$ cat src/rtl/mips_mem_pkg.sv
// Shared encodings and helpers for the MIPS32 load/store memory access path.
package mips_mem_pkg;

    localparam int LANE_W = 2;

    localparam logic [1:0] SIZE_B   = 2'b00;
    localparam logic [1:0] SIZE_H   = 2'b01;
    localparam logic [1:0] SIZE_W   = 2'b10;
    localparam logic [1:0] SIZE_RSV = 2'b11;

    typedef enum logic [1:0] {
        ST_IDLE  = 2'b00,
        ST_READ  = 2'b01,
        ST_WRITE = 2'b10,
        ST_RESP  = 2'b11
    } state_t;

    function automatic logic misaligned(
        input logic [1:0]        size,
        input logic [LANE_W-1:0] offset
    );
        logic bad;
        bad = 1'b0;
        unique case (size)
            SIZE_B:  bad = 1'b0;
            SIZE_H:  bad = offset[0];
            SIZE_W:  bad = |offset;
            default: bad = 1'b1;
        endcase
        return bad;
    endfunction

endpackage

$ cat src/rtl/lsu_byte_lane.sv
// Little-endian lane steering: sub-word store merge and load extract.
module lsu_byte_lane
    import mips_mem_pkg::*;
#(
    parameter int DATA_WIDTH = 32
) (
    input  logic [DATA_WIDTH-1:0] old_word,
    input  logic [DATA_WIDTH-1:0] wdata,
    input  logic [DATA_WIDTH-1:0] rd_word,
    input  logic [1:0]            size,
    input  logic [LANE_W-1:0]     offset,
    input  logic                  is_unsigned,
    output logic [DATA_WIDTH-1:0] merged,
    output logic [DATA_WIDTH-1:0] extracted
);

    localparam int SH_W = $clog2(DATA_WIDTH);

    logic [SH_W-1:0]       shamt;
    logic [DATA_WIDTH-1:0] mask;
    logic [DATA_WIDTH-1:0] ins;
    logic [DATA_WIDTH-1:0] shifted;

    // Halfwords snap to lane pair 0/1 or 2/3, so only offset[1] matters.
    always_comb begin
        shamt = '0;
        mask  = '0;
        ins   = '0;
        unique case (size)
            SIZE_B: begin
                shamt = SH_W'({offset, 3'b000});
                mask  = DATA_WIDTH'(8'hFF) << shamt;
                ins   = DATA_WIDTH'(wdata[7:0]) << shamt;
            end
            SIZE_H: begin
                shamt = SH_W'({offset[1], 4'b0000});
                mask  = DATA_WIDTH'(16'hFFFF) << shamt;
                ins   = DATA_WIDTH'(wdata[15:0]) << shamt;
            end
            default: begin
                shamt = '0;
                mask  = '1;
                ins   = wdata;
            end
        endcase
    end

    assign merged  = (old_word & ~mask) | (ins & mask);
    assign shifted = rd_word >> shamt;

    always_comb begin
        extracted = shifted;
        unique case (size)
            SIZE_B: begin
                if (is_unsigned)
                    extracted = {{(DATA_WIDTH-8){1'b0}}, shifted[7:0]};
                else
                    extracted = {{(DATA_WIDTH-8){shifted[7]}}, shifted[7:0]};
            end
            SIZE_H: begin
                if (is_unsigned)
                    extracted = {{(DATA_WIDTH-16){1'b0}}, shifted[15:0]};
                else
                    extracted = {{(DATA_WIDTH-16){shifted[15]}}, shifted[15:0]};
            end
            default: extracted = shifted;
        endcase
    end

endmodule

$ cat src/rtl/mem_access_unit.sv
// Load/store initiator between the execute stage and word-organised data memory.
module mem_access_unit
    import mips_mem_pkg::*;
#(
    parameter int DATA_WIDTH = 32,
    parameter int ADDR_SIZE  = 32
) (
    input  logic                  clk,
    input  logic                  rst,
    input  logic                  req_valid,
    output logic                  req_ready,
    input  logic                  req_we,
    input  logic [1:0]            req_size,
    input  logic                  req_unsigned,
    input  logic [ADDR_SIZE-1:0]  req_addr,
    input  logic [DATA_WIDTH-1:0] req_wdata,
    output logic                  resp_valid,
    output logic [DATA_WIDTH-1:0] resp_rdata,
    output logic                  resp_misaligned,
    output logic                  mem_read,
    output logic                  mem_write,
    output logic [ADDR_SIZE-1:0]  mem_addr,
    output logic [DATA_WIDTH-1:0] mem_wr_data,
    input  logic [DATA_WIDTH-1:0] mem_rd_data
);

    state_t                state;
    logic                  we_q;
    logic [1:0]            size_q;
    logic                  uns_q;
    logic [LANE_W-1:0]     off_q;
    logic [DATA_WIDTH-1:0] wdata_q;
    logic [DATA_WIDTH-1:0] merged;
    logic [DATA_WIDTH-1:0] extracted;
    logic                  bad;

    lsu_byte_lane #(
        .DATA_WIDTH (DATA_WIDTH)
    ) u_lane (
        .old_word    (mem_rd_data),
        .wdata       (wdata_q),
        .rd_word     (mem_rd_data),
        .size        (size_q),
        .offset      (off_q),
        .is_unsigned (uns_q),
        .merged      (merged),
        .extracted   (extracted)
    );

    assign bad = misaligned(req_size, req_addr[LANE_W-1:0]);

    // Strobes decode straight from state so reset kills them at once.
    assign req_ready  = (state == ST_IDLE);
    assign resp_valid = (state == ST_RESP);
    assign mem_read   = (state == ST_READ);
    assign mem_write  = (state == ST_WRITE);

    always_ff @(posedge clk or posedge rst) begin
        if (rst) begin
            state           <= ST_IDLE;
            we_q            <= 1'b0;
            size_q          <= SIZE_B;
            uns_q           <= 1'b0;
            off_q           <= '0;
            wdata_q         <= '0;
            mem_addr        <= '0;
            mem_wr_data     <= '0;
            resp_rdata      <= '0;
            resp_misaligned <= 1'b0;
        end else begin
            unique case (state)
                ST_IDLE: begin
                    if (req_valid) begin
                        we_q     <= req_we;
                        size_q   <= req_size;
                        uns_q    <= req_unsigned;
                        off_q    <= req_addr[LANE_W-1:0];
                        wdata_q  <= req_wdata;
                        mem_addr <= {2'b00, req_addr[ADDR_SIZE-1:2]};
                        if (bad) begin
                            resp_misaligned <= 1'b1;
                            resp_rdata      <= '0;
                            state           <= ST_RESP;
                        end else if (req_we && req_size == SIZE_W) begin
                            mem_wr_data <= req_wdata;
                            state       <= ST_WRITE;
                        end else begin
                            state <= ST_READ;
                        end
                    end
                end
                ST_READ: begin
                    if (we_q) begin
                        mem_wr_data <= merged;
                        state       <= ST_WRITE;
                    end else begin
                        resp_rdata <= extracted;
                        state      <= ST_RESP;
                    end
                end
                ST_WRITE: begin
                    resp_rdata <= '0;
                    state      <= ST_RESP;
                end
                ST_RESP: begin
                    resp_rdata      <= '0;
                    resp_misaligned <= 1'b0;
                    state           <= ST_IDLE;
                end
                default: state <= ST_IDLE;
            endcase
        end
    end

endmodule

$ cat config.mk
export PLATFORM = sky130hd
export DESIGN_NAME = mem_access_unit
export DESIGN_NICKNAME = d
export VERILOG_FILES = /design/src/rtl/mips_mem_pkg.sv /design/src/rtl/lsu_byte_lane.sv /design/src/rtl/mem_access_unit.sv
export SDC_FILE = /design/constraint.sdc
export NUM_CORES = 1
export LEC_CHECK = 0
export ABC_AREA = 1
export BUFFER_PORTS_ARGS = -buffer_cell sky130_fd_sc_hd__clkbuf_2
export CAP_MARGIN = 20
export CORE_ASPECT_RATIO = 1.5
export CORE_MARGIN = 4
export CORE_UTILIZATION = 47
export DETAILED_ROUTE_END_ITERATION = 8
export PLACE_DENSITY_LB_ADDON = 0.1
export SYNTH_ARGS = -nofsm -noshare
export SYNTH_HDL_FRONTEND = slang
export SYNTH_SLANG_ARGS = --single-unit
$ cat constraint.sdc
create_clock -name clk -period 4.55 [get_ports clk]
set_input_delay 1.1375 -clock clk [delete_from_list [all_inputs] [get_ports clk]]
set_output_delay 1.1375 -clock clk [all_outputs]
set_load 0.05 [all_outputs]
---- Word-level counts from Yosys, hierarchy flattened ----
Cells that the tools add are included.
word-level totals
  bits of input ports ..................... 103
  register bits ........................... 135
  output and inout bits ................... 101
  logic and storage cells ................. 67
operators by class
  reduce and logical (&&, ||, !) cells .... 12
  muxes and demuxes ....................... 24
  shift operators ......................... 5
  bitwise gates (word level) .............. 4
  eq/ne operators ......................... 12
operator list
  cell                                                  count
  2-to-1 mux 32 bit                                     9
  one-hot mux 32 bit (2 select lines)                   4
  one-hot mux 32 bit (3 select lines)                   1
  AND 32 bit                                            2
  NOT 32 bit                                            1
  OR 32 bit                                             1
  left shift 16 x 5 -> 32 bit                           1
  left shift 16 x 5 -> 32 bit (first input constant)    1
  left shift 8 x 5 -> 32 bit                            1
  left shift 8 x 5 -> 32 bit (first input constant)     1
  >> shifter 32 x 5 -> 32 bit                           1
  one-hot mux 5 bit (2 select lines)                    1
  one-hot mux 2 bit (4 select lines)                    1
  equality test 2 x 1 -> 1 bit (second input constant)  3
  equality test 2 bit (second input constant)           3
  zero test 2 bit                                       3
  2-to-1 mux 2 bit                                      3
  != test 2 x 1 -> 1 bit (second input constant)        3
  != test 2 bit (second input constant)                 3
  AND reduction 3 bit                                   2
  AND reduction 5 bit                                   1
  nonzero test 2 bit                                    2
  OR reduction 2 bit                                    2
  2-to-1 mux 1 bit                                      3
  4 further kinds                                       4

---- Logic depth before layout (Yosys ltp) ----
  depth after elaboration ................. 7
  depth in mapped cells ................... 12
  depth with buffers taken out ............ 11

---- Modules after synthesis ----
Synthesis repeated with hierarchy kept, for this count alone.
unflattened totals
  cells, all modules ...................... 1005
  area, all modules ....................... 7454.6 um^2
by module, submodules not included
  module           cells an instance  sequential area each (um^2)  area an instance (um^2)  times used
  mem_access_unit  720                3378.2                       6083.3                   1
  lsu_byte_lane    285                0.0                          1371.3                   1

---- Worst setup path after synthesis ----
No wires, ideal clock.
  kind .................................... input-to-reg
  start point ............................. input req_size[0]
  end point ............................... register mem_wr_data[25]
  arrival time ............................ 2.065 ns
  library setup time ...................... 0.127 ns
  stages .................................. 9
  data required time ...................... 4.423 ns
  setup slack ............................. 2.358 ns
  path buffers ............................ 1
  path through ............................ inv_1 -> nand3_1 -> nand2_1 -> nand2_1 -> nand2_1 -> nand2_2 -> buf_2 -> nand2_1 -> o21ai_0
between the ends
  longest elaborated chain between the ends .. 4
  elaborated cells on any way between the ends .. 8
  those cells by class .................... 4 x eq/ne; 1 x mux; 3 x reduce/logical
RTL lines
  element                                                                         line                                       text
  start: declaration                                                              mem_access_unit.sv:13                      input logic [1:0] req_size,
  equality test 2 bit, or another cell as far along                               mips_mem_pkg.sv:24, mem_access_unit.sv:84
  one-hot mux 1 bit (3 select lines) / logical AND 1 bit (equally long branches)  mips_mem_pkg.sv:24, mem_access_unit.sv:84
  != test 2 bit (no line) / != test 2 x 1 -> 1 bit (equally long branches)        n/a
  AND reduction 5 bit (no line) (*)                                               n/a
  end signal: assignment                                                          mem_access_unit.sv:85                      mem_wr_data <= req_wdata;
  end signal: assignment                                                          mem_access_unit.sv:94                      mem_wr_data <= merged;
  end: declaration                                                                mem_access_unit.sv:23                      output logic [DATA_WIDTH-1:0] mem_wr_data,
Every way passes the cells marked *; elsewhere a longest branch is shown, timed or not.
A chain may end at the register's enable or synchronous reset.

---- Final worst setup path ----
  start point ............................. register state[1]
  end point ............................... output mem_read
between the ends
  longest elaborated chain between the ends .. 1
RTL lines
  element                       line                   text
  start: declaration            mem_access_unit.sv:27  state_t state;
  start signal: assignment      mem_access_unit.sv:60  state <= ST_IDLE;
  start signal: assignment      mem_access_unit.sv:83  state <= ST_RESP;
  start signal: assignment      mem_access_unit.sv:86  state <= ST_WRITE;
  equality test 2 x 1 -> 1 bit  mem_access_unit.sv:55  assign mem_read = (state == ST_READ);
  end: declaration              mem_access_unit.sv:20  output logic mem_read,
Every way passes these cells.

==> impl_metrics.yaml <==
floorplanning:
  chipWidth_um: 108
  pin_count: 204
  floorplan.initialDensity_pct: 48.2
  fp-row-count: 54
  die-area_mm2: 0.0170
  placeableCoreArea_mm2: 0.0146
  die-height_um: 158
critical_path:
  timing.critical_path.to_type: "primary output"
  worst-path-max-fanout: 33
  worstRegToRegCells: 11
  r2r-end: "mem_wr_data[3]$_DFFE_PP0P_"
  startpoint_type: "flop"
  crit_chain: "inv_1, ha_1, buf_4, clkbuf_2"
  crit_slowest_cell: "sky130_fd_sc_hd__dfrtp_1"
  ff2ff_setup_slack_ps: 1830
  type_of_the_setup_path_with_the_least_slack: "reg2out"
  timing.rr.start: "state[0]$_DFFE_PP0P_"
  timing.critical_path.max_delay_family: "buffers and inverters"
  critical-path-max-stage-delay_ps: 410
  critical_path.n_buffers_inverters: 3
  worstPathRequired_ps: 3410
  worst_ep_arrival_time_ps: 1770
drt:
  drt-initial-drc-count: 455
  drcViolationCount: 0
  routed-via-count: 6904
  first_pass_iters: 7
  antenna_violating_nets_post_route: 0
  detail_route.vias_per_cell: 5.03
  drt_wl_total_um: 21400
  wl_per_cell_um: 15.6
min_path:
  timing.hold.worst.start: "mem_addr[4]$_DFFE_PP0P_"
  hold_class: "reg2reg"
  min_delay_worst_endpoint: "mem_addr[4]$_DFFE_PP0P_"
  worstHoldPathCells: 2
timing:
  final_critical_path_setup_slack_ps: 1640
  slew_headroom_pct: 38.6
  final.hold.worst_slack_ps: 475
  finalSetupViolCount: 0
  hold_violations: 0
  worst_clock_skew_ps: 20.7
  fmaxAchievable_mhz: 344
  period_minus_slack_ps: 2910
  rsz0062_at_grt: "no"
  final_max_tran_viols: 0
  timing_worst_slew_pin_value_ps: 922
  final.period_utilization_pct: 63.9
  setup_total_negative_slack_ps: 0
status:
  run_status: "completed"
grt:
  grt_remaining_overflow: 0
  grt_start_max_net_pins: 98
  first_pass_grt_wire_length_um: 34000
  antenna_found_initial: 0
  grt_pass1_vias: 6582
  track_usage_pct: 25.6
synth:
  synth_sequential_area_ratio_pct: 48.0
  post_synth.cell_area_avg_um2: 7.16
  synthesis.area_mm2: 0.00704
  synth_area_in_compound_gates_pct: 9.71
  synth_largest_type_area_fraction_pct: 48.0
  synth-xor-area-share_pct: 0
  synthDominantAreaCellType: "sky130_fd_sc_hd__dfrtp_1"
  synth_fa_ha_area_share_pct: 0.711
  synth.area.top_cells: "sky130_fd_sc_hd__dfrtp_1 48%, sky130_fd_sc_hd__nand2_1 23%, sky130_fd_sc_hd__o21ai_0 6.1%"
  synth_simple_gate_area_share_pct: 34.6
  ys_ff_latch: 135
  synthesis.instances: 982
  ys_types: 32
  synth.mux.area_fraction_pct: 0
  synth_top_family_by_area: "simple AND/OR/NAND/NOR gates"
  yosys_warnings: 0
placement:
  final_weighted_congestion_in_routability_driven_placement: 0.970
  pre_cts_slack_ps: 1420
  place_hpwl_um: 15800
  port_buffers: 201
cells_and_area:
  area.growth.synth_to_final_pct: 25.1
  n_fill_cell: 1438
  layout.cells.most_common_list: "429 x sky130_fd_sc_hd__nand2_1, 201 x sky130_fd_sc_hd__clkbuf_2, 135 x sky130_fd_sc_hd__dfrtp_1, 86 x sky130_fd_sc_hd__o21ai_0, 81 x sky130_fd_sc_hd__nor2_1"
  final_common_cell: "sky130_fd_sc_hd__nand2_1"
  layout.nets: 1272
  n_antenna_cell: 0
  final_core_utilization_pct: 60.3
  drive_above_1_share_pct: 22.9
power_and_ir_drop:
  power_mw: 7.91
  power.leakage_nw: 5.03
  cellPowerDensity_mw_per_mm2: 899
  vdd_drop_max_mv: 0.509
flow_run:
  timing.max_cap.violations: 0
cts:
  clock_tree_from_tritoncts: "built"
  clock_sink_count: 135
  clock_tree_buffer_depth: 2
  htree_levels: 4
  cts_root_buffer: "sky130_fd_sc_hd__clkbuf_16"
  numCtsBuffers: 17
  clk-insertion-delay-late_ps: 430
  path_clk_slew_ps: 60
  cts_repair_resize_count: 0
  holdBufCountCts: 0
  post_cts_buffers: 0
-- area by class of cell --
type / count / area [um^2] / share of cell area (%)
flip-flops and latches: 135 / 3380 / 38.4
multi-input cells: 733 / 3180 / 36.1
repair buffers: 213 / 1110 / 12.6
clock buffers: 19 / 443 / 5.03
inverters: 65 / 248 / 2.82
well taps: 196 / 245 / 2.79
clock inverters: 12 / 199 / 2.26
-- power breakdown --
group / switching [mW] / internal, mW / total (mW)
sequential: 0.393 / 1.76 / 2.15
clock: 0.528 / 0.985 / 1.51
combinational: 3.25 / 0.997 / 4.25
total: 4.17 / 3.74 / 7.91
-- logic make-up (layout without fill, tap and decap cells) --
family	Yosys count	in the layout
AND/OR/NAND/NOR	594	594
AO/OA/AOI/OAI	133	133
adder cells (fa/ha/maj)	4	4
other	1	2
buffers and inverters	115	309
flip-flops	135	135
-- flip-flops by register name (all words and copies together) (netlist names) --
name             flops
uns_q                1
state                2
we_q                 1
resp_rdata          32
wdata_q             32
off_q                2
resp_misaligned      1
mem_wr_data         32
size_q               2
mem_addr            30
-- metrics by stage --
stage          area, um^2  instances
3_3_place_gp         8160       1342
4_1_cts              8800       1373
2_1_floorplan        7040        983
5_1_grt              8800       1373
6_report             8800       1373
3_5_place_dp         8160       1342
-- metal layers --
metal / GRT usage [%] / share of wire [%]
met1: 32.1 / 40
met3: 6.81 / 8.8
met2: 42.2 / 47
met5: 0 / 0
met4: 10.3 / 3.7
-- worst max path at each step --
stage | from | end | depth (start not counted)
after floorplan | rst | mem_addr[0]$_DFFE_PP0P_ | 1
after global placement | req_addr[0] | mem_wr_data[0]$_DFFE_PP0P_ | 11
after detailed placement | req_size[0] | mem_wr_data[7]$_DFFE_PP0P_ | 11
after CTS | state[1]$_DFFE_PP0P_ | mem_read | 4
after global routing | state[1]$_DFFE_PP0P_ | mem_read | 4
final | state[1]$_DFFE_PP0P_ | mem_read | 4
-- synth_stat cells (all sizes together) --
| cell type | count |
|---|---|
| ha | 4 |
| inv | 64 |
| clkinv | 1 |
| dfrtp | 135 |
| nand3b | 1 |
| nor2 | 86 |
| o22ai | 2 |
| o21ai | 109 |
| or2 | 1 |
| nand3 | 70 |
| a211oi | 1 |
| buf | 30 |
| clkbuf | 20 |
| a41oi | 1 |
| o211ai | 2 |
| nand2 | 434 |
| a21oi | 18 |
| conb | 1 |
| nand4 | 2 |
-- worst min-delay path, stage by stage (launching register included) --
cell,delay (ps)
sky130_fd_sc_hd__dfrtp_1,340
sky130_fd_sc_hd__nand2_1,60
sky130_fd_sc_hd__nand2_1,50
(Power assumes the default switching activity.)
